==> src/rtl/div_sweep_ctrl.sv <==
// Sweep sequencer for clk_div: steps the divisor from start to stop, holds each
// value for a programmed number of divided-clock edges, and resets the divider on every load.
module div_sweep_ctrl #(
  parameter int WIDTH      = 32,
  parameter int DWELL_W    = 16,
  parameter int RST_CYCLES = 2,
  parameter int MIN_DIV    = 2,
  parameter int RESET_DIV  = 125
) (
  input  logic               ref_clk,
  input  logic               rst,
  input  logic               cfg_valid,
  output logic               cfg_ready,
  input  logic [WIDTH-1:0]   cfg_start_div,
  input  logic [WIDTH-1:0]   cfg_stop_div,
  input  logic [WIDTH-1:0]   cfg_step,
  input  logic [DWELL_W-1:0] cfg_dwell,
  input  logic               cfg_cont,
  input  logic               abort,
  input  logic               div_clk,
  output logic [WIDTH-1:0]   divisor_out,
  output logic               div_rst_n,
  output logic               busy,
  output logic               step_done,
  output logic               sweep_done,
  output logic               err
);

  localparam int                RC_W        = (RST_CYCLES > 1) ? $clog2(RST_CYCLES) : 1;
  localparam logic [RC_W-1:0]   RC_LAST     = RC_W'(RST_CYCLES - 1);
  localparam logic [WIDTH-1:0]  MIN_DIV_V   = WIDTH'(MIN_DIV);
  localparam logic [WIDTH-1:0]  RESET_DIV_V = WIDTH'(RESET_DIV);

  typedef enum logic [1:0] {S_IDLE, S_LOAD, S_RUN, S_DONE} state_t;

  state_t               r_state;
  state_t               w_state_nxt;
  logic [WIDTH-1:0]     r_start;
  logic [WIDTH-1:0]     r_stop;
  logic [WIDTH-1:0]     r_step;
  logic [DWELL_W-1:0]   r_dwell;
  logic                 r_cont;
  logic                 r_up;
  logic [WIDTH-1:0]     r_cur;
  logic [DWELL_W-1:0]   r_dwell_cnt;
  logic [RC_W-1:0]      r_rst_cnt;
  logic                 r_div_q;
  logic [WIDTH-1:0]     r_divisor;
  logic                 r_div_rst_n;
  logic                 r_step_done;
  logic                 r_sweep_done;
  logic                 r_err;

  logic                 w_tick;
  logic                 w_accept;
  logic                 w_cfg_bad;
  logic                 w_load_ok;
  logic                 w_load_bad;
  logic                 w_load_last;
  logic [DWELL_W-1:0]   w_dwell_tgt;
  logic [DWELL_W:0]     w_cnt_inc;
  logic                 w_dwell_hit;
  logic                 w_at_stop;
  logic                 w_reload;
  logic [WIDTH:0]       w_sum;
  logic [WIDTH:0]       w_diff;
  logic [WIDTH-1:0]     w_next;
  logic [WIDTH-1:0]     w_load_div;

  assign w_tick      = div_clk & ~r_div_q;
  assign w_accept    = (r_state == S_IDLE) & cfg_valid;
  assign w_cfg_bad   = (cfg_start_div < MIN_DIV_V) | (cfg_stop_div < MIN_DIV_V) |
                       ((cfg_step == '0) & (cfg_start_div != cfg_stop_div));
  assign w_load_ok   = w_accept & ~w_cfg_bad;
  assign w_load_bad  = w_accept & w_cfg_bad;
  assign w_load_last = (r_rst_cnt == RC_LAST);
  assign w_dwell_tgt = (r_dwell == '0) ? DWELL_W'(1) : r_dwell;
  assign w_cnt_inc   = {1'b0, r_dwell_cnt} + (DWELL_W+1)'(1);
  assign w_dwell_hit = (r_state == S_RUN) & w_tick & (w_cnt_inc == {1'b0, w_dwell_tgt});
  assign w_at_stop   = (r_cur == r_stop);
  assign w_reload    = ~w_at_stop | r_cont;

  // One extra bit exposes carry/borrow so the last step clamps onto stop instead of wrapping.
  assign w_sum  = {1'b0, r_cur} + {1'b0, r_step};
  assign w_diff = {1'b0, r_cur} - {1'b0, r_step};

  // NOTE: every combinational output gets a default first so no path can infer a latch.
  always_comb begin
    w_next = r_stop;
    if (r_up) begin
      if (!w_sum[WIDTH] && (w_sum[WIDTH-1:0] <= r_stop)) w_next = w_sum[WIDTH-1:0];
    end else begin
      if (!w_diff[WIDTH] && (w_diff[WIDTH-1:0] >= r_stop)) w_next = w_diff[WIDTH-1:0];
    end
  end

  assign w_load_div = w_at_stop ? r_start : w_next;

  // NOTE: sequential state uses non-blocking assignments so every register samples pre-edge values.
  always_ff @(posedge ref_clk or negedge rst) begin
    if (!rst) r_state <= S_IDLE;
    else      r_state <= w_state_nxt;
  end

  always_comb begin
    w_state_nxt = r_state;
    case (r_state)
      S_IDLE: if (w_load_ok) w_state_nxt = S_LOAD;
      S_LOAD: begin
        if (abort)            w_state_nxt = S_IDLE;
        else if (w_load_last) w_state_nxt = S_RUN;
      end
      S_RUN: begin
        if (abort)            w_state_nxt = S_IDLE;
        else if (w_dwell_hit) w_state_nxt = w_reload ? S_LOAD : S_DONE;
      end
      S_DONE:                 w_state_nxt = S_IDLE;
      default:                w_state_nxt = S_IDLE;
    endcase
  end

  always_ff @(posedge ref_clk or negedge rst) begin
    if (!rst) begin
      r_start      <= '0;
      r_stop       <= '0;
      r_step       <= '0;
      r_dwell      <= '0;
      r_cont       <= 1'b0;
      r_up         <= 1'b0;
      r_cur        <= '0;
      r_dwell_cnt  <= '0;
      r_rst_cnt    <= '0;
      r_div_q      <= 1'b0;
      r_divisor    <= RESET_DIV_V;
      r_div_rst_n  <= 1'b0;
      r_step_done  <= 1'b0;
      r_sweep_done <= 1'b0;
      r_err        <= 1'b0;
    end else begin
      r_div_q      <= div_clk;
      r_step_done  <= 1'b0;
      r_sweep_done <= 1'b0;
      r_err        <= w_load_bad;
      case (r_state)
        S_IDLE: begin
          if (w_load_ok) begin
            r_start     <= cfg_start_div;
            r_stop      <= cfg_stop_div;
            r_step      <= cfg_step;
            r_dwell     <= cfg_dwell;
            r_cont      <= cfg_cont;
            r_up        <= (cfg_stop_div >= cfg_start_div);
            r_cur       <= cfg_start_div;
            r_divisor   <= cfg_start_div;
            r_div_rst_n <= 1'b0;
            r_rst_cnt   <= '0;
          end else begin
            r_div_rst_n <= 1'b1;
          end
        end
        S_LOAD: begin
          if (abort || w_load_last) begin
            r_div_rst_n <= 1'b1;
            r_dwell_cnt <= '0;
          end else begin
            r_rst_cnt   <= r_rst_cnt + RC_W'(1);
          end
        end
        S_RUN: begin
          if (abort) begin
            r_div_rst_n <= 1'b1;
          end else if (w_dwell_hit) begin
            r_step_done <= 1'b1;
            if (w_reload) begin
              r_cur       <= w_load_div;
              r_divisor   <= w_load_div;
              r_div_rst_n <= 1'b0;
              r_rst_cnt   <= '0;
            end
          end else if (w_tick) begin
            r_dwell_cnt <= w_cnt_inc[DWELL_W-1:0];
          end
        end
        S_DONE: begin
          r_div_rst_n <= 1'b1;
          if (!abort) r_sweep_done <= 1'b1;
        end
        default: r_div_rst_n <= 1'b1;
      endcase
    end
  end

  assign cfg_ready   = (r_state == S_IDLE);
  assign busy        = (r_state == S_LOAD) | (r_state == S_RUN);
  assign divisor_out = r_divisor;
  assign div_rst_n   = r_div_rst_n;
  assign step_done   = r_step_done;
  assign sweep_done  = r_sweep_done;
  assign err         = r_err;

endmodule

==> config.mk <==
export PLATFORM = sky130hd
export DESIGN_NAME = div_sweep_ctrl
export DESIGN_NICKNAME = d
export VERILOG_FILES = /design/src/rtl/div_sweep_ctrl.sv
export SDC_FILE = /design/constraint.sdc
export NUM_CORES = 1
export LEC_CHECK = 0
export ABC_AREA = 1
export BUFFER_PORTS_ARGS = -buffer_cell sky130_fd_sc_hd__buf_2
export CAP_MARGIN = 10
export CELL_PAD_IN_SITES_DETAIL_PLACEMENT = 1
export CELL_PAD_IN_SITES_GLOBAL_PLACEMENT = 2
export CORE_MARGIN = 4
export CORE_UTILIZATION = 30
export DETAILED_ROUTE_END_ITERATION = 8
export PLACE_DENSITY_LB_ADDON = 0.1
export SYNTH_ARGS = -nofsm -noshare
export SYNTH_HDL_FRONTEND = slang
export SYNTH_SLANG_ARGS = --single-unit
==> constraint.sdc <==
create_clock -name ref_clk -period 9.82 [get_ports ref_clk]
set_clock_uncertainty 0.1 [all_clocks]
set_input_delay 0.982 -clock ref_clk [delete_from_list [all_inputs] [get_ports ref_clk]]
set_output_delay 0.982 -clock ref_clk [all_outputs]
set_load 0.01 [all_outputs]
* Word-level counts from Yosys, hierarchy flattened *
Cells that the tools add are included.

storage, ports and cells
  register bits after elaboration = 202
  bits in latches = 0
  RAM bits = 0
  memory bits (read-only) = 0
  input bits = 118
  logic and storage cells = 110
  memories kept = 0

operators by class
  $add $sub $neg = 4
  multiply operators = 0
  div/mod/pow operators = 0
  $lt $le $gt $ge = 5
  equal/unequal tests = 17
  shift-type cells = 0
  multiplexer cells = 37
  bitwise operators = 14
  reductions and logical operators = 17

operator list
  cell                     count
  $mux W32                 8
  $mux W16                 5
  $ge A32 B32 Y1           2
  $lt A32 B2 Y1 const B    2
  $pmux W32 S2             1
  $add A32 B32 Y33         1
  $sub A32 B32 Y33         1
  $eq A32 B32 Y1           1
  $le A32 B32 Y1           1
  $logic_not A32 Y1        1
  $ne A32 B32 Y1           1
  $pmux W16 S2             1
  $add A16 B1 Y17 const B  1
  $eq A17 B16 Y1           1
  $logic_not A16 Y1        1
  $ne A2 B2 Y1 const B     7
  $mux W1                  13
  $mux W2                  6
  $reduce_and A5 Y1        2
  $ne A3 B3 Y1 const B     3
  $pmux W2 S4              1
  $and A1 B1 Y1            7
  $reduce_and A3 Y1        2
  $reduce_and A6 Y1        1
  other kinds (15)         24

* Logic depth before layout (Yosys ltp) *
  depth after elaboration = 10
  gate-level depth with buffers = 36

* Worst setup path after synthesis *
OpenSTA, ideal clock, no wires.

  kind = reg-to-reg
  start point = register r_cur[16]
  end point = register r_cur[18]
  library setup time = 0.116 ns
  arrival time = 3.525 ns
  required time = 9.604 ns
  setup slack = 6.078 ns
  cell stages (with the launch flop) = 30
  buffers on the path = 3
  cell sequence = dfrtp_1 -> ha_1 -> buf_2 -> nor2_1 -> inv_1 -> nor2_1 -> inv_1 -> nor2_1 -> nand3_1 -> nand3_1 -> nand2_1 -> nand2_1 -> inv_1 -> ha_1 -> a21oi_1 -> nor2_1 -> nor2_1 -> nand3_1 -> a21oi_1 -> nand2_1 -> nand2_1 -> clkbuf_1 -> clkbuf_1 -> nand3_1 -> nand3_1 -> nand3_1 -> nand2_1 -> nand2_1 -> nand2_1 -> nand2_1

on the way
  word-level cells in the longest chain between the ends = 10
  elaborated cells between the ends (all ways) = 21
  classes of those cells = add/sub: 2; order compare: 2; eq/ne: 2; mux: 8; bitwise: 2; reduce/logical: 5

ends and longest elaborated chain
  element                                               RTL line  RTL
  start: declaration                                    44        logic [WIDTH-1:0] r_cur;
  start signal: assignment                              153       r_cur <= cfg_start_div;
  start signal: assignment                              175       r_cur <= w_load_div;
  $sub A32 B32 Y33 or $add A32 B32 Y33 (tied branches)  85, 84
  $ge A32 B32 Y1, or another cell as far along          93        if (!w_diff[WIDTH] && (w_diff[WIDTH-1:0] >= r_stop)) w_next = w_diff[WIDTH-1:0];
  $logic_and A1 B1 Y1, on equally long branches         93, 91
  $mux W32, on equally long branches                    93, 91
  $mux W32                                              90        if (r_up) begin
  $mux W32                                              97        assign w_load_div = w_at_stop ? r_start : w_next;
  $mux W32                                              174       if (w_reload) begin
  $mux W32                                              172       end else if (w_dwell_hit) begin
  $mux W32                                              170       if (abort) begin
  $pmux W32 S2                                          144       case (r_state)

Parallel ways exist; a longest one is shown, timed or not. The select of a mux whose other input is x is not followed.
A chain may end at the register's enable or synchronous reset.

* Worst setup path after layout *
  start point = register r_cur[13]
  end point = register r_cur[29]

The elaborated chain is that of the path after synthesis.

==> out/summary.md <==
The critical path is of the register to register type. Setup violations remaining at the end of the flow were counted as 0. For this run, asynchronously set or reset flops after synthesis account for 100%.

The number of enable-type register cells in the synthesized netlist is 0, and the first-pass GRT wire length is 116 mm. For this run, the detailed router's first-pass iteration total came to 5. The worst-margin pin slew is 1.10 ns. The run gives 17900 as the via total after detailed routing.

Pin placement for this block handled 156 I/O pins. In the routed layout, each cell is associated on average with a via count of 4.90. Timing would allow up to 177 MHz.

The tools report the total number of placement rows as 87. The most critical setup path has its startpoint at r_cur[13]. For this run, the slowest stage of the critical path takes 0.54 ns.

The tools report the endpoint of the lowest-slack register-to-register path as r_cur[29]. Summing the sequential cell areas from Yosys gives 25.4% of the chip area. The count of maximum capacitance violations is 0. The average size of a mapped cell was 6.16 µm². The initial antenna violation count is 4. The number of buffers on the longest clock path is 2, and the average detailed-routed wire length per instance is 20.8 µm. For the setup slack on the worst flop-to-flop path, the log shows 4.16 ns. The count of buffers added on input and output ports is 155. The tools report the number of warnings printed during yosys synthesis as 0. Setup repair after global routing left no endpoint under its margin.

The synthesized net count is 3103. Relative to the synthesized area, the layout overhead comes to 10.3%. CTS built an H-tree with a depth of 4.

The worst setup path is captured at a register. For the worst flop-to-flop path, the logic depth is 30. The violation count after the first detailed-route iteration was 793.

The slowest stage of the critical path is the dfrtp_1 cell. For this run the aggregate overflow at the end of global routing stands at 0. In this run, distinct cell masters in the synthesized netlist total 45. By instance count, the cell type seen most on the critical path is nand2_1. The dominant delay contributor by cell family on the critical path was simple AND/OR/NAND/NOR gates. For the number of pins exceeding their max-slew limit in the final report, the log shows 0. Clock slew at the register clock pins of the worst setup and hold paths: 0.08 ns. Synthesis produced a netlist whose cell count is 2818. The number of gates resized after CTS was 0. The placeable core region is 56800 µm².

The count of antenna-violating nets left after detailed routing is 0. The library cell used most frequently in the layout, excluding fill and tap cells, is nand2_1. The most critical setup path has its endpoint at r_cur[29]. For the cell area after synthesis, the log shows 17400 µm². The clock period minus final worst setup slack is 5.66 ns. TritonCTS built the clock tree. The number of global-route vias before repair was 18900; the share of final-layout standard cells stronger than drive strength 1 was 8.22%. The startpoint type of the worst setup path is a register. The HPWL after detailed placement came out at 62.2 mm. The flow ran to the end, and the final reports show no timing, DRC or antenna violations. The clock drives 176 sinks.

In this run the worst hold path is classified as primary input to async pin. The worst register-to-register path begins at r_cur[13]. At the worst endpoint, the arrival time is 6.00 ns. Counting the fill cells in the layout gives 7540. The final layout net count was 3169; the die outline area was 61800 µm². The DRC violation count after routing was 0.

Commonest register cell after synthesis: dfrtp_1. In this run the number of cells on the critical path is 30. Leaving out fill and tap cells, the most frequent cells in the layout are 1011 x nand2_1, 461 x inv_1, 204 x nand3_1, 188 x nor2_1, 171 x o21ai_0. For the final routed database, the setup TNS stands at 0 ns. The final layout contains routed wiring with a total length of 76.0 mm. The die is 249 µm wide.

The count of endpoints failing hold in the final timing report came out at 0. At the worst endpoint, the required time is 10.16 ns. The congestion estimate from routability-driven global placement came to 0.919.

For this design, the CTS-stage hold fixing added 0 buffers. The cell sitting at the root of the clock tree is a clkbuf_16. The CTS buffer count came out at 17. The total routing resource utilization after global routing is 24.3%. The post-CTS setup buffer count was 0; the number of synthesized register bits was 176. The buffers plus inverters on the worst setup path was 4; the largest net degree at the start of global routing was 83. The later pin in the worst-skew pair is clocked with a latency of 0.50 ns. The initial utilization of the core area, before any placement, comes to 30.6%. The post-route clock period utilization is 57.6%. The largest fanout on the critical path is 29. Headroom to the max-slew limit: 26.2%.

The height of the chip was 249 µm.
logic make-up (layout without fill, tap and decap cells):
group,Yosys count,count (layout),synth area share [%]
AO/OA/AOI/OAI,332,332,10.2
XOR/XNOR,54,54,2.80
adder cells (fa/ha/maj),167,167,12.1
buffers and inverters,593,672,14.1
flip-flops,176,176,25.4
other,0,1,0
AND/OR/NAND/NOR,1496,1496,35.3
metal layers:
| layer | up-vias | share of wire (%) | GRT usage, % |
|---|---|---|---|
| li1 | 8897 | - | - |
| met1 | 8609 | 47 | 32.7 |
| met2 | 303 | 46 | 40.6 |
| met3 | 88 | 3.6 | 3.83 |
| met4 | 6 | 3.1 | 7.28 |
| met5 | - | 0.032 | 0 |
cells in the mapped netlist, types with 2 or more instances:
cell type | number | share of area [%]
nand3_2 | 3 | 0.17
inv_1 | 461 | 10
dfrtp_1 | 170 | 25
xnor2_1 | 2 | 0.10
buf_2 | 38 | 1.1
inv_2 | 6 | 0.13
o21a_1 | 3 | 0.13
nor2_1 | 188 | 4.1
nand2_1 | 1012 | 22
nor2_2 | 3 | 0.11
o2111ai_1 | 4 | 0.20
a21o_1 | 3 | 0.13
o21bai_1 | 11 | 0.48
buf_4 | 36 | 1.6
o21ai_0 | 171 | 4.9
o21ai_1 | 21 | 0.61
dfstp_2 | 6 | 0.91
nand3b_1 | 3 | 0.13
a21oi_1 | 99 | 2.9
ha_1 | 165 | 12
and3_1 | 2 | 0.072
buf_1 | 3 | 0.065
or2_2 | 5 | 0.18
xor2_1 | 51 | 2.6
nand4_1 | 28 | 1.0
buf_6 | 6 | 0.39
fa_1 | 2 | 0.23
nand3_1 | 204 | 5.9
clkinv_1 | 2 | 0.043
nand2_2 | 5 | 0.18
and2_1 | 3 | 0.11
o211ai_1 | 15 | 0.65
nor3_1 | 12 | 0.35
nor4_1 | 24 | 0.86
clkbuf_1 | 41 | 0.89
worst min-delay path by stage:
stage,startpoint,to,slack (ns),cells past startpoint
floorplan,r_start[0],r_start[0],0.34,2
global placement,divisor_out[6],divisor_out[6],0.35,2
detailed placement,divisor_out[3],divisor_out[3],0.36,2
CTS,rst,r_dwell[14],0.33,1
global route,rst,r_dwell[14],0.34,1
finish,rst,r_dwell[14],0.34,1
sequential cells by signal, summed over array words and instances (netlist names):
name         flops
r_div_q          1
div_rst_n        1
divisor_out      6
err              1
r_up             1
r_dwell         16
r_dwell_cnt     16
r_rst_cnt        1
r_cont           1
r_cur           32
r_step          32
step_done        1
r_stop          32
r_state          2
sweep_done       1
r_start         32
final cells by class:
| class | count | area, µm² | share of cell area [%] |
|---|---|---|---|
| Antenna cell | 1 | 2.50 | 0.0131 |
| Clock buffer | 19 | 453 | 2.37 |
| Clock inverter | 13 | 144 | 0.752 |
| Inverter | 469 | 1760 | 9.21 |
| Multi-Input combinational cell | 2049 | 10500 | 54.9 |
| Sequential cell | 176 | 4410 | 23.0 |
| Tap cell | 756 | 946 | 4.94 |
| Timing Repair Buffer | 171 | 922 | 4.82 |
worst register-to-register path, delay by kind of cell, from the launching register on:
family / cells / cell delay, ns
adder cells (fa/ha/maj): 2 / 0.78
buffers and inverters: 4 / 0.82
flip-flops: 1 / 0.54
AND/OR/NAND/NOR: 24 / 3.37
through the flow:
step,utilization (%),cells,hold slack [ns],worst slack (ns),cell area [µm²]
6_report,33.7,3654,0.336,4.16,19100
2_1_floorplan,-,2818,0.344,6.08,17400
5_1_grt,33.7,3653,0.342,3.83,19100
3_5_place_dp,32.6,3620,0.358,4.30,18500
4_1_cts,33.6,3652,0.334,4.28,19100
3_3_place_gp,32.6,3620,0.354,4.29,18500
Power is not shown: default switching activity piles up to over one toggle a cycle in this logic, so the estimate is an artifact.
